--- src/rtl/ped_pass_request.sv ---
// Pedestrian button front end for traffic_light: synchronises and debounces the
// raw button, holds one accepted request until the green lamp is off, then
// issues a single pass pulse followed by a cooldown window.
//
// state       | meaning
// ------------+--------------------------------------------------------------
// ST_IDLE     | waiting for a debounced press
// ST_PENDING  | request accepted, waiting for light_g to drop
// ST_ISSUE    | pass pulse cycle
// ST_COOLDOWN | presses ignored until cd_cnt reaches COOLDOWN_CYCLES-1
module ped_pass_request #(
  parameter int SYNC_STAGES     = 2,
  parameter int DEBOUNCE_CYCLES = 16,
  parameter int COOLDOWN_CYCLES = 256
) (
  input  logic       clk,
  input  logic       rst,
  input  logic       btn_raw,
  input  logic       light_g,
  output logic       pass,
  output logic       req_pending,
  output logic       busy,
  output logic [7:0] press_count
);

  localparam int DB_W = $clog2(DEBOUNCE_CYCLES) + 1;
  localparam int CD_W = $clog2(COOLDOWN_CYCLES) + 1;
  localparam logic [DB_W-1:0] DB_LAST = DB_W'(DEBOUNCE_CYCLES - 1);
  localparam logic [CD_W-1:0] CD_LAST = CD_W'(COOLDOWN_CYCLES - 1);

  typedef enum logic [1:0] {
    ST_IDLE,
    ST_PENDING,
    ST_ISSUE,
    ST_COOLDOWN
  } state_t;

  logic [SYNC_STAGES-1:0] sync_q;
  logic                   btn_s;
  logic                   btn_db_q, btn_db_d;
  logic [DB_W-1:0]        db_cnt_q, db_cnt_d;
  logic                   press;
  state_t                 state_q, state_d;
  logic [CD_W-1:0]        cd_cnt_q, cd_cnt_d;
  logic [7:0]             press_count_q, press_count_d;

  // Shift the asynchronous button through the synchroniser chain.
  always_ff @(posedge clk) begin
    if (rst) sync_q <= '0;
    else     sync_q <= {sync_q[SYNC_STAGES-2:0], btn_raw};
  end

  assign btn_s = sync_q[SYNC_STAGES-1];

  // Debounce: the level only moves after DEBOUNCE_CYCLES consecutive
  // differing samples; the press event fires on the same edge as the rise.
  always_comb begin
    btn_db_d = btn_db_q;
    db_cnt_d = db_cnt_q;
    press    = 1'b0;
    if (btn_s == btn_db_q) begin
      db_cnt_d = '0;
    end else if (db_cnt_q == DB_LAST) begin
      btn_db_d = btn_s;
      db_cnt_d = '0;
      press    = btn_s;
    end else begin
      db_cnt_d = db_cnt_q + DB_W'(1);
    end
  end

  // Request FSM next state, cooldown timer and saturating press counter.
  always_comb begin
    state_d       = state_q;
    cd_cnt_d      = cd_cnt_q;
    press_count_d = press_count_q;
    unique case (state_q)
      ST_IDLE: begin
        if (press) begin
          state_d = ST_PENDING;
          if (press_count_q != 8'hFF) press_count_d = press_count_q + 8'd1;
        end
      end
      ST_PENDING: begin
        if (!light_g) state_d = ST_ISSUE;
      end
      ST_ISSUE: begin
        state_d  = ST_COOLDOWN;
        cd_cnt_d = '0;
      end
      ST_COOLDOWN: begin
        cd_cnt_d = cd_cnt_q + CD_W'(1);
        if (cd_cnt_q == CD_LAST) state_d = ST_IDLE;
      end
      default: state_d = ST_IDLE;
    endcase
  end

  // All registered state; reset wins over every other event.
  always_ff @(posedge clk) begin
    if (rst) begin
      btn_db_q      <= 1'b0;
      db_cnt_q      <= '0;
      state_q       <= ST_IDLE;
      cd_cnt_q      <= '0;
      press_count_q <= 8'd0;
    end else begin
      btn_db_q      <= btn_db_d;
      db_cnt_q      <= db_cnt_d;
      state_q       <= state_d;
      cd_cnt_q      <= cd_cnt_d;
      press_count_q <= press_count_d;
    end
  end

  assign pass        = (state_q == ST_ISSUE);
  assign req_pending = (state_q == ST_PENDING);
  assign busy        = (state_q == ST_ISSUE) || (state_q == ST_COOLDOWN);
  assign press_count = press_count_q;

endmodule

--- config.mk ---
export PLATFORM = sky130hd
export DESIGN_NAME = ped_pass_request
export DESIGN_NICKNAME = d
export VERILOG_FILES = /design/src/rtl/ped_pass_request.sv
export SDC_FILE = /design/constraint.sdc
export NUM_CORES = 1
export LEC_CHECK = 0
export CORE_MARGIN = 3
export CORE_UTILIZATION = 45
export DETAILED_ROUTE_END_ITERATION = 10
export PLACE_DENSITY_LB_ADDON = 0.05
export SETUP_SLACK_MARGIN = 0.5
export SLEW_MARGIN = 20
export SYNTH_ARGS = -nofsm -noshare
export SYNTH_HDL_FRONTEND = slang
export SYNTH_SLANG_ARGS = --single-unit
--- constraint.sdc ---
create_clock -name clk -period 2.6 [get_ports clk]
set_input_delay 0.78 -clock clk [delete_from_list [all_inputs] [get_ports clk]]
set_output_delay 0.78 -clock clk [all_outputs]
set_load 0.02 [all_outputs]
==> flow_summary.toml <==
[run_status]
outcome = "complete, no violations"

[place]
post-place-ws_ns = 0.328
numPortBuffers = 14
dpl_cell_area_sq_um = 1460
place_hpwl_um = 1650
routabilityCongestion = 0.815
dp_cells = 183

[timing]
worstMarginPinSlew_ns = 0.269
fmax_mhz = 479
slew_headroom_pct = 82.1
tns_ns = 0
clock_skew_ns = 0.00506
fin_ws_ns = 0.512
finalCritPeriodShare_pct = 80.3
period_minus_slack_ns = 2.09
rsz0062_at_grt = "yes"
setup_viol_count_final = 0
final_max_slew_viol_count = 0
hold_viol = 0

[cts]
clockBufferDepth = 2
hold_buffers = 0
path_clk_slew_ns = 0.14
h-tree-depth = 1
clk_latency_ns = 0.31
cts_tree = "built"
cts-root-buf = "clkbuf_4"
cts_made_buffers = 3
clock-sinks = 27

[synth]
synth_nets = 154
syn_area_per_cell_sq_um = 9.16
ys_async_sr_fraction_pct = 0
synth.cell_area_sq_um = 1280
synth-edff-count = 0
ys_ff_latch = 27
synth_cells = 140
synth_cell_types = 34
yosysSeqAreaShare_pct = 42.1
yosysWarnings = 0
ys.flop_type = "dfxtp_1"

[final_layout]
drive_above_1_share_pct = 21.2
nets = 180
final_common_cell = "dfxtp_1"
fin_area_sq_um = 1600
diodes = 0
nFillCells = 242
syn_to_final_growth_pct = 24.5
layout_common_cells = "22 x dfxtp_1, 18 x nor2_1, 11 x a21oi_1, 11 x buf_4, 8 x dlygate4sd2_1"
finalNonFillerCells = 195

[die]
boundaryPins = 15
placementRows = 18
core_area_sq_um = 2590
start_util_pct = 49.5
die_h_um = 59.4
die_area_sq_um = 3530
dieWidth_um = 59.4

[grt]
antenna_found_initial = 0
grt_pass1_vias = 976
grt-ovfl-total = 0
grt_pass1_wl_um = 4250
track_usage_pct = 15.3
grt_max_degree = 24

[power_and_ir_drop]
leakagePower_uw = 0.000633
ir_worst_vdd_mv = 0.409
power_density_nw_per_um2 = 492

[worst_setup_path]
path_max_fanout = 3
arrival_ns = 2.30
cp-startpoint = "cd_cnt_q[1]"
end_kind = "register"
worstReg2RegEnd = "state_q[1]"
critPathKind = "register to register"
rr_startpoint = "cd_cnt_q[1]"
startpoint_type = "register"
critPathCapture = "state_q[1]"
r2r_setup_slack_ns = 0.51
cp.required_ns = 2.81
ff2ff_path_depth = 10

[drt]
wl_met2_um = 1180
drtIter0Drc = 77
viasPerCell = 5.35
route.vias.total = 1044
wl_met1_um = 1250
routed.top_layer = "met4"
wl_per_cell_um = 12.9
drtPass1Iterations = 5
final_antenna_net_count = 0
dr_wl_met3_um = 59
finalWirelength_um = 2510
drc = 0

[hold_path]
hold_path_class = "register to register"
hold_depth = 1

[flow_run]
drv_cap = 0
[final cells by class]
type                            count  area [sq um]  area share [%]
Tap cell                           30          37.5            2.35
Sequential cell                    27           547            34.2
Timing Repair Buffer               25           204            12.8
Inverter                            9          33.8            2.12
Clock buffer                        4          26.3            1.65
Multi-Input combinational cell    100           748            46.9
[how the worst min path moves through the flow]
| stage | start | to | slack (ns) |
|---|---|---|---|
| floorplan | sync_q[0] | sync_q[1] | 0.41 |
| global placement | sync_q[0] | sync_q[1] | 0.43 |
| detailed placement | sync_q[0] | sync_q[1] | 0.43 |
| CTS | sync_q[0] | sync_q[1] | 0.46 |
| global route | db_cnt_q[0] | db_cnt_q[0] | 0.45 |
| finish | db_cnt_q[0] | db_cnt_q[0] | 0.43 |
[worst max-delay path, stage by stage (launching register included)]
cell      delay (ns)
dfxtp_2         0.38
ha_4            0.14
and3_4          0.19
and3_4          0.20
and3_4          0.19
ha_4            0.12
inv_2           0.02
a222oi_1        0.31
buf_4           0.19
mux2i_1         0.18
nor2_1          0.06
[synth_stat cells (all sizes together) (2+ instances only)]
library cell	n	share of area, %
or4	3	1.8
o21ai	5	2.0
xor2	2	1.4
o31ai	4	2.3
mux2i	4	3.1
nand4	2	1.5
or3	4	2.0
a211oi	2	1.2
a21oi	11	4.3
and3	4	2.0
xnor2	2	1.4
clkbuf	3	0.88
inv	9	2.6
nand2	3	0.88
nand3	7	2.7
nand4b	2	1.4
dfxtp	27	42
nor2b	2	0.98
nand3b	3	1.8
ha	10	9.8
nand2b	2	0.98
nor2	19	5.6
[flip-flops by register name (all words and copies together) (netlist names)]
register,flops
btn_db_q,1
press_count,8
state_q,2
sync_q,2
db_cnt_q,5
cd_cnt_q,9
[repair_timing]
action / in CTS / in global routing
setup buffers: 4 / 4
resized for setup: 25 / 12
pin swaps: 1 / 4
cloned: 0 / 0
setup endpoints to repair: 13 / 8
[power by group]
part	total (uW)	internal, uW	switching (uW)
logic	172	80.4	91.8
clock network	175	59.8	115
registers	439	427	11.9
total	786	567	219
[routing by layer]
layer / GRT usage (%) / vias to the layer above
li1: - / 549
met1: 20.4 / 483
met2: 25.1 / 10
met3: 1.96 / 2
met4: 5.50 / 0
met5: 0 / -
[kinds of logic (layout without fill, tap and decap cells)]
logic type,after synthesis,in the layout,share of synthesized area [%]
AOI/OAI and AO/OA,26,26,13.5
xor gates and xnor gates,4,4,2.73
adders and majority gates,10,10,9.76
buffers and inverters,13,38,4.39
DFF,27,27,42.1
muxes,5,5,4.00
and+or+nand+nor,55,55,23.5
[per-stage QoR]
stage,power (uW),utilization [%],hold WS [ns]
after floorplan,530,-,0.414
after global placement,571,56.4,0.427
after detailed placement,573,56.4,0.433
after CTS,777,59.4,0.463
after global routing,837,61.6,0.453
final,786,61.6,0.428
(Power assumes the default switching activity.)
==> RTL change 1, RTL diff (same flow settings) <==
Encoding of `state_t`: now one-hot (4 bits for 4 states).
--- a/src/rtl/ped_pass_request.sv
+++ b/src/rtl/ped_pass_request.sv
@@ -28,11 +28,11 @@
   localparam logic [DB_W-1:0] DB_LAST = DB_W'(DEBOUNCE_CYCLES - 1);
   localparam logic [CD_W-1:0] CD_LAST = CD_W'(COOLDOWN_CYCLES - 1);
 
-  typedef enum logic [1:0] {
-    ST_IDLE,
-    ST_PENDING,
-    ST_ISSUE,
-    ST_COOLDOWN
+  typedef enum logic [3:0] {
+    ST_IDLE     = 4'b0001,
+    ST_PENDING  = 4'b0010,
+    ST_ISSUE    = 4'b0100,
+    ST_COOLDOWN = 4'b1000
   } state_t;
 
   logic [SYNC_STAGES-1:0] sync_q;
Function: no difference found for any inputs over 10 cycles, from zero or initial values and one cycle with rst high; not proved beyond that.
==> RTL change 1 against the unedited design <==
First-iteration DRC count up 9.1%; sequential cell count up 2; setup slack worse by 0.19 ns; utilization up 3.4 points; design area up 6.4%; routed wire length up 15%; via count up 13%; clock skew down 0.0027 ns; highest routed layer unchanged; area after synthesis up 1.1%.
Power is not compared: it rests on default switching activity, and its combinational part moved more than twofold at a synthesized area within 25%.
==> RTL change 1: results (changes against the unedited design) <==
vias in the first global route=1,129 (was 976); Leak Pwr=0.677 nW; largest net degree at the start of global routing=21 (was 24); Synth Instances=146 (was 140); Num CTS Buffers=5 (was 3); top cells by count, synth=29 x dfxtp_1, 24 x nor2_1, 12 x a21oi_1 (was 27 x dfxtp_1, 19 x nor2_1, 11 x a21oi_1); pre-CTS setup slack=0.150 ns (was 0.328 ns); share of layout cells above drive strength 1=23.6% (was 21.2%); DR vias=1,182 (was 1,044); Synth Net Count=155 (was 154); PortBufs=14 (unchanged); global-route wire length before repair=4910 µm (was 4250 µm); post-placement cell count=194 (was 183); Area contributors post-synth=dfxtp_1 45%, nor2_1 6.9%, ha_1 4.8%, a21oi_1 4.6%, and3_1 2.4% (was dfxtp_1 42%, ha_1 9.8%, nor2_1 5.6%, a21oi_1 4.3%, mux2i_1 3.1%); measured slew at the worst slew-check pin=0.499 ns (was 0.269 ns); Clock Skews=0.00234 ns (was 0.00506 ns); Seq/Total Area, Yosys=44.8% (was 42.1%); routed len/inst=13.9 µm (was 12.9 µm); drt pass-1 iters=4 (was 5); GRT Overall Usage=18.3% (was 15.3%); RePlAce Congestion=0.789 (was 0.815); status=finished, final reports clean (unchanged); number of H-tree levels=2 (was 1); clock-pin slew on the worst setup and hold paths=0.09 ns (was 0.14 ns); CP Data Arrival Time=1.50 ns (was 2.30 ns); Netlist cell types=40 (was 34); DPL Wire Length=1990 µm (was 1650 µm); 1st-iter DRT viols=84 (was 77); placed inst area=0.00153 mm² (was 0.00146 mm²); via/cell ratio=5.68 (was 5.35)
-- RTL change 1: cell count changes after synthesis, moves of 3 or more --
cell,change
ha_1,-5
o21ai_0,+3
nor2_1,+5
nor4b_1,+3
inv_1,-5
nand2_1,+4
-- RTL change 1: path summary, 6_finish.rpt --
kind	from	endpoint	slack, ns	cells after the start
worst max-delay path	state_q[0]	busy	0.32	5
worst min-delay path	db_cnt_q[0]	db_cnt_q[0]	0.42	1
worst max register to register	db_cnt_q[1]	press_count[4]	0.63	7
worst min register to register	db_cnt_q[0]	db_cnt_q[0]	0.42	1
-- RTL change 1: per-layer routing --
layer,track usage (%),part of all wire [%],vias up
li1,-,-,589
met1,22.2,43,557
met2,29.9,50,30
met3,6.05,5.3,6
met4,6.65,1.5,0
met5,0,0,-
-- RTL change 1: through the flow --
step	utilization (%)	hold WS [ns]
floorplan	-	0.414
global placement	58.7	0.427
detailed placement	58.7	0.441
CTS	63.0	0.461
global route	65.0	0.438
finish	65.0	0.425
-- RTL change 1: final cells by class --
cell class / instances / area, µm²
multi-input cells: 109 / 764
repair buffers: 27 / 221
fillers: 227 / 913
clock buffers: 7 / 65.1
inverters: 5 / 21.3
well taps: 30 / 37.5
flip-flops and latches: 29 / 584
clock inverters: 1 / 5.00
-- RTL change 1: cell families after synthesis --
group	synth area share [%]
adder cells (fa/ha/maj)	4.83
buffers and inverters	2.41
AO/OA/AOI/OAI	13.0
multiplexers	2.41
XOR/XNOR	3.38
AND/OR/NAND/NOR	29.2
flip-flops	44.8
-- RTL change 1: timing repair --
item,4_1_cts,5_1_grt
endpoints found under the hold margin,0,0
setup endpoints to repair,12,8
setup buffers,4,2
pin swaps,4,3
resized for setup,31,8
-- RTL change 1: where the power goes --
group | internal (mW) | leakage (nW) | total, mW | switching, mW
Sequential | 0.448 | 0.235 | 0.450 | 0.00225
Clock | 0.157 | 0.0413 | 0.309 | 0.152
Combinational | 0.0188 | 0.401 | 0.0391 | 0.0203
Total | 0.623 | 0.677 | 0.798 | 0.175
-- RTL change 1: critical path: stages (launching register included) --
cell     delay [ns]
dfxtp_2        0.33
or4b_4         0.56
inv_4          0.09
nor2_4         0.04
inv_2          0.07
buf_6          0.11
==> RTL change 2, RTL diff (same flow settings) <==
Made on the original files. Set the parameter `DEBOUNCE_CYCLES` to 8 (it was 16).
--- a/src/rtl/ped_pass_request.sv
+++ b/src/rtl/ped_pass_request.sv
@@ -10,7 +10,7 @@
 // ST_COOLDOWN | presses ignored until cd_cnt reaches COOLDOWN_CYCLES-1
 module ped_pass_request #(
   parameter int SYNC_STAGES     = 2,
-  parameter int DEBOUNCE_CYCLES = 16,
+  parameter int DEBOUNCE_CYCLES = 8,
   parameter int COOLDOWN_CYCLES = 256
 ) (
   input  logic       clk,
Behaviour: no difference found for any inputs over 10 cycles, from zero or initial values and one cycle with rst high; that may be too few to reach the edited logic, so the function may still have changed.
==> RTL change 2 against the unedited design <==
Synthesized cell count rose by 5.0%; via count increased by 4.3%; sequential cell count is 1 lower; non-clock buffer count is 7 lower; setup slack better by 0.046 ns; hold slack better by 0.032 ns; routed wire length down 0.48%; design area fell by 0.86%; register-to-register slack gained 0.22 ns; cell count is 0.51% higher; area after synthesis grew 3.5%.
Power is not compared: it rests on default switching activity, and its combinational part moved more than twofold at a synthesized area within 25%.
==> RTL change 2: results (changes against the unedited design) <==
Hold Path Sink=db_cnt_q[0] (unchanged); post-synthesis async set-or-reset flop share=0% (unchanged); critical path peak fanout=4 (was 3); Synth Net Count=160 (was 154); largest net degree at the start of global routing=19 (was 24); HP Start=db_cnt_q[0] (unchanged); Slew headroom=72.7% (was 82.1%); 1st-iter DRT viols=65 (was 77); Ys Warns=0 (unchanged); mean post-synth cell area=9.03 µm² (was 9.16 µm²); hold_ws=0.460 ns (was 0.428 ns); Netlist cell types=37 (was 34); number of H-tree levels=1 (unchanged); Area contributors post-synth=dfxtp_1 39%, ha_1 8.5%, nor2_1 5.7%, mux2i_1 4.5%, nand2b_1 4.2% (was dfxtp_1 42%, ha_1 9.8%, nor2_1 5.6%, a21oi_1 4.3%, mux2i_1 3.1%); post-placement cell count=191 (was 183); placed inst area=0.00151 mm² (was 0.00146 mm²); max reg flops=9 (unchanged); clock buffer depth=2 (unchanged); RePlAce Congestion=0.794 (was 0.815); fillcell total=256 (was 242); Psw=0.137 mW; ant diodes=0 (unchanged); DPL Wire Length=1820 µm (was 1650 µm); design area=0.00158 mm² (was 0.00160 mm²); DR vias=1,089 (was 1,044); CP Launch Point=state_q[0] (was cd_cnt_q[1]); clock-pin slew on the worst setup and hold paths=0.15 ns; status=finished, final reports clean (unchanged); Final Net Count=179 (was 180); Seq/Total Area, Yosys=39.2% (was 42.1%); global-route wire length before repair=4450 µm (was 4250 µm); Clock Skews=0.00478 ns (was 0.00506 ns); R2R setup slack=0.73 ns (was 0.51 ns); vias in the first global route=1,015 (was 976); top cells by count, synth=26 x dfxtp_1, 20 x nor2_1, 9 x ha_1, 9 x nand2b_1, 8 x inv_1 (was 27 x dfxtp_1, 19 x nor2_1, 11 x a21oi_1); RR Startpoint=cd_cnt_q[0] (was cd_cnt_q[1]); pre-CTS setup slack=0.306 ns (was 0.328 ns); final wirelength=2500 µm (was 2510 µm); drt pass-1 iters=4 (was 5); Worst-Skew Late Latency=0.33 ns (was 0.31 ns); Hold Path Class=reg2reg (unchanged); slowest cell delay on critical path=0.38 ns (about the same); GRT Overall Usage=16.1% (was 15.3%); R2R cell count=8 (was 10); via/cell ratio=5.56 (was 5.35); PortBufs=14 (unchanged); share of layout cells above drive strength 1=15.8% (was 21.2%); Crit-path slowest cell=dfxtp_4 (was dfxtp_2)
RTL change 2: repair_timing:
item,4_1_cts,5_1_grt
gates cloned,0,0
hold endpoints to repair,0,0
setup buffers,1,0
gates resized for setup,23,7
setup endpoints to repair,11,4
RTL change 2: worst max-delay path: cells and delay by family, from the launching register on:
family | cells | cell delay (ns)
buf+inv | 2 | 0.21
fa+ha+maj | 1 | 0.22
flops | 1 | 0.38
simple gates | 1 | 0.12
RTL change 2: worst max path at each step:
stage / to / slack (ns)
3_5_place_dp: busy / 0.31
5_1_grt: busy / 0.47
4_1_cts: busy / 0.46
3_3_place_gp: busy / 0.39
6_report: busy / 0.56
2_1_floorplan: busy / 0.69
RTL change 2: final cells by class:
type / instances / share of cell area, %
Multi-Input combinational cell: 109 / 49.2
Sequential cell: 26 / 33.5
Timing Repair Buffer: 18 / 9.57
Tap cell: 31 / 2.45
Clock inverter: 1 / 1.90
Inverter: 8 / 1.90
Clock buffer: 3 / 1.42
RTL change 2: logic make-up (layout without fill, tap and decap cells):
group	after synthesis	count (layout)	synth area share, %
muxes	8	8	6.22
buffers and inverters	12	30	3.39
adders and majority gates	9	9	8.48
xor gates and xnor gates	3	3	1.98
DFF	26	26	39.2
and+or+nand+nor	67	67	29.7
AOI/OAI and AO/OA	22	22	11.0
RTL change 2: power by group through the flow:
stage	registers [mW]	logic [mW]	clock network [mW]
4_1_cts	0.401	0.0197	0.291
3_3_place_gp	0.411	0.0191	0
2_1_floorplan	0.410	0.0121	0
3_5_place_dp	0.411	0.0195	0
6_report	0.400	0.0191	0.282
5_1_grt	0.400	0.0216	0.308
RTL change 2: per-layer routing:
metal  share of wire [%]  vias up  track usage [%]
li1                    -      555                -
met1                  50      507             21.6
met2                  45       23             25.2
met3                 4.6        4             4.54
met4                 1.1        0             4.75
met5                   0        -                0
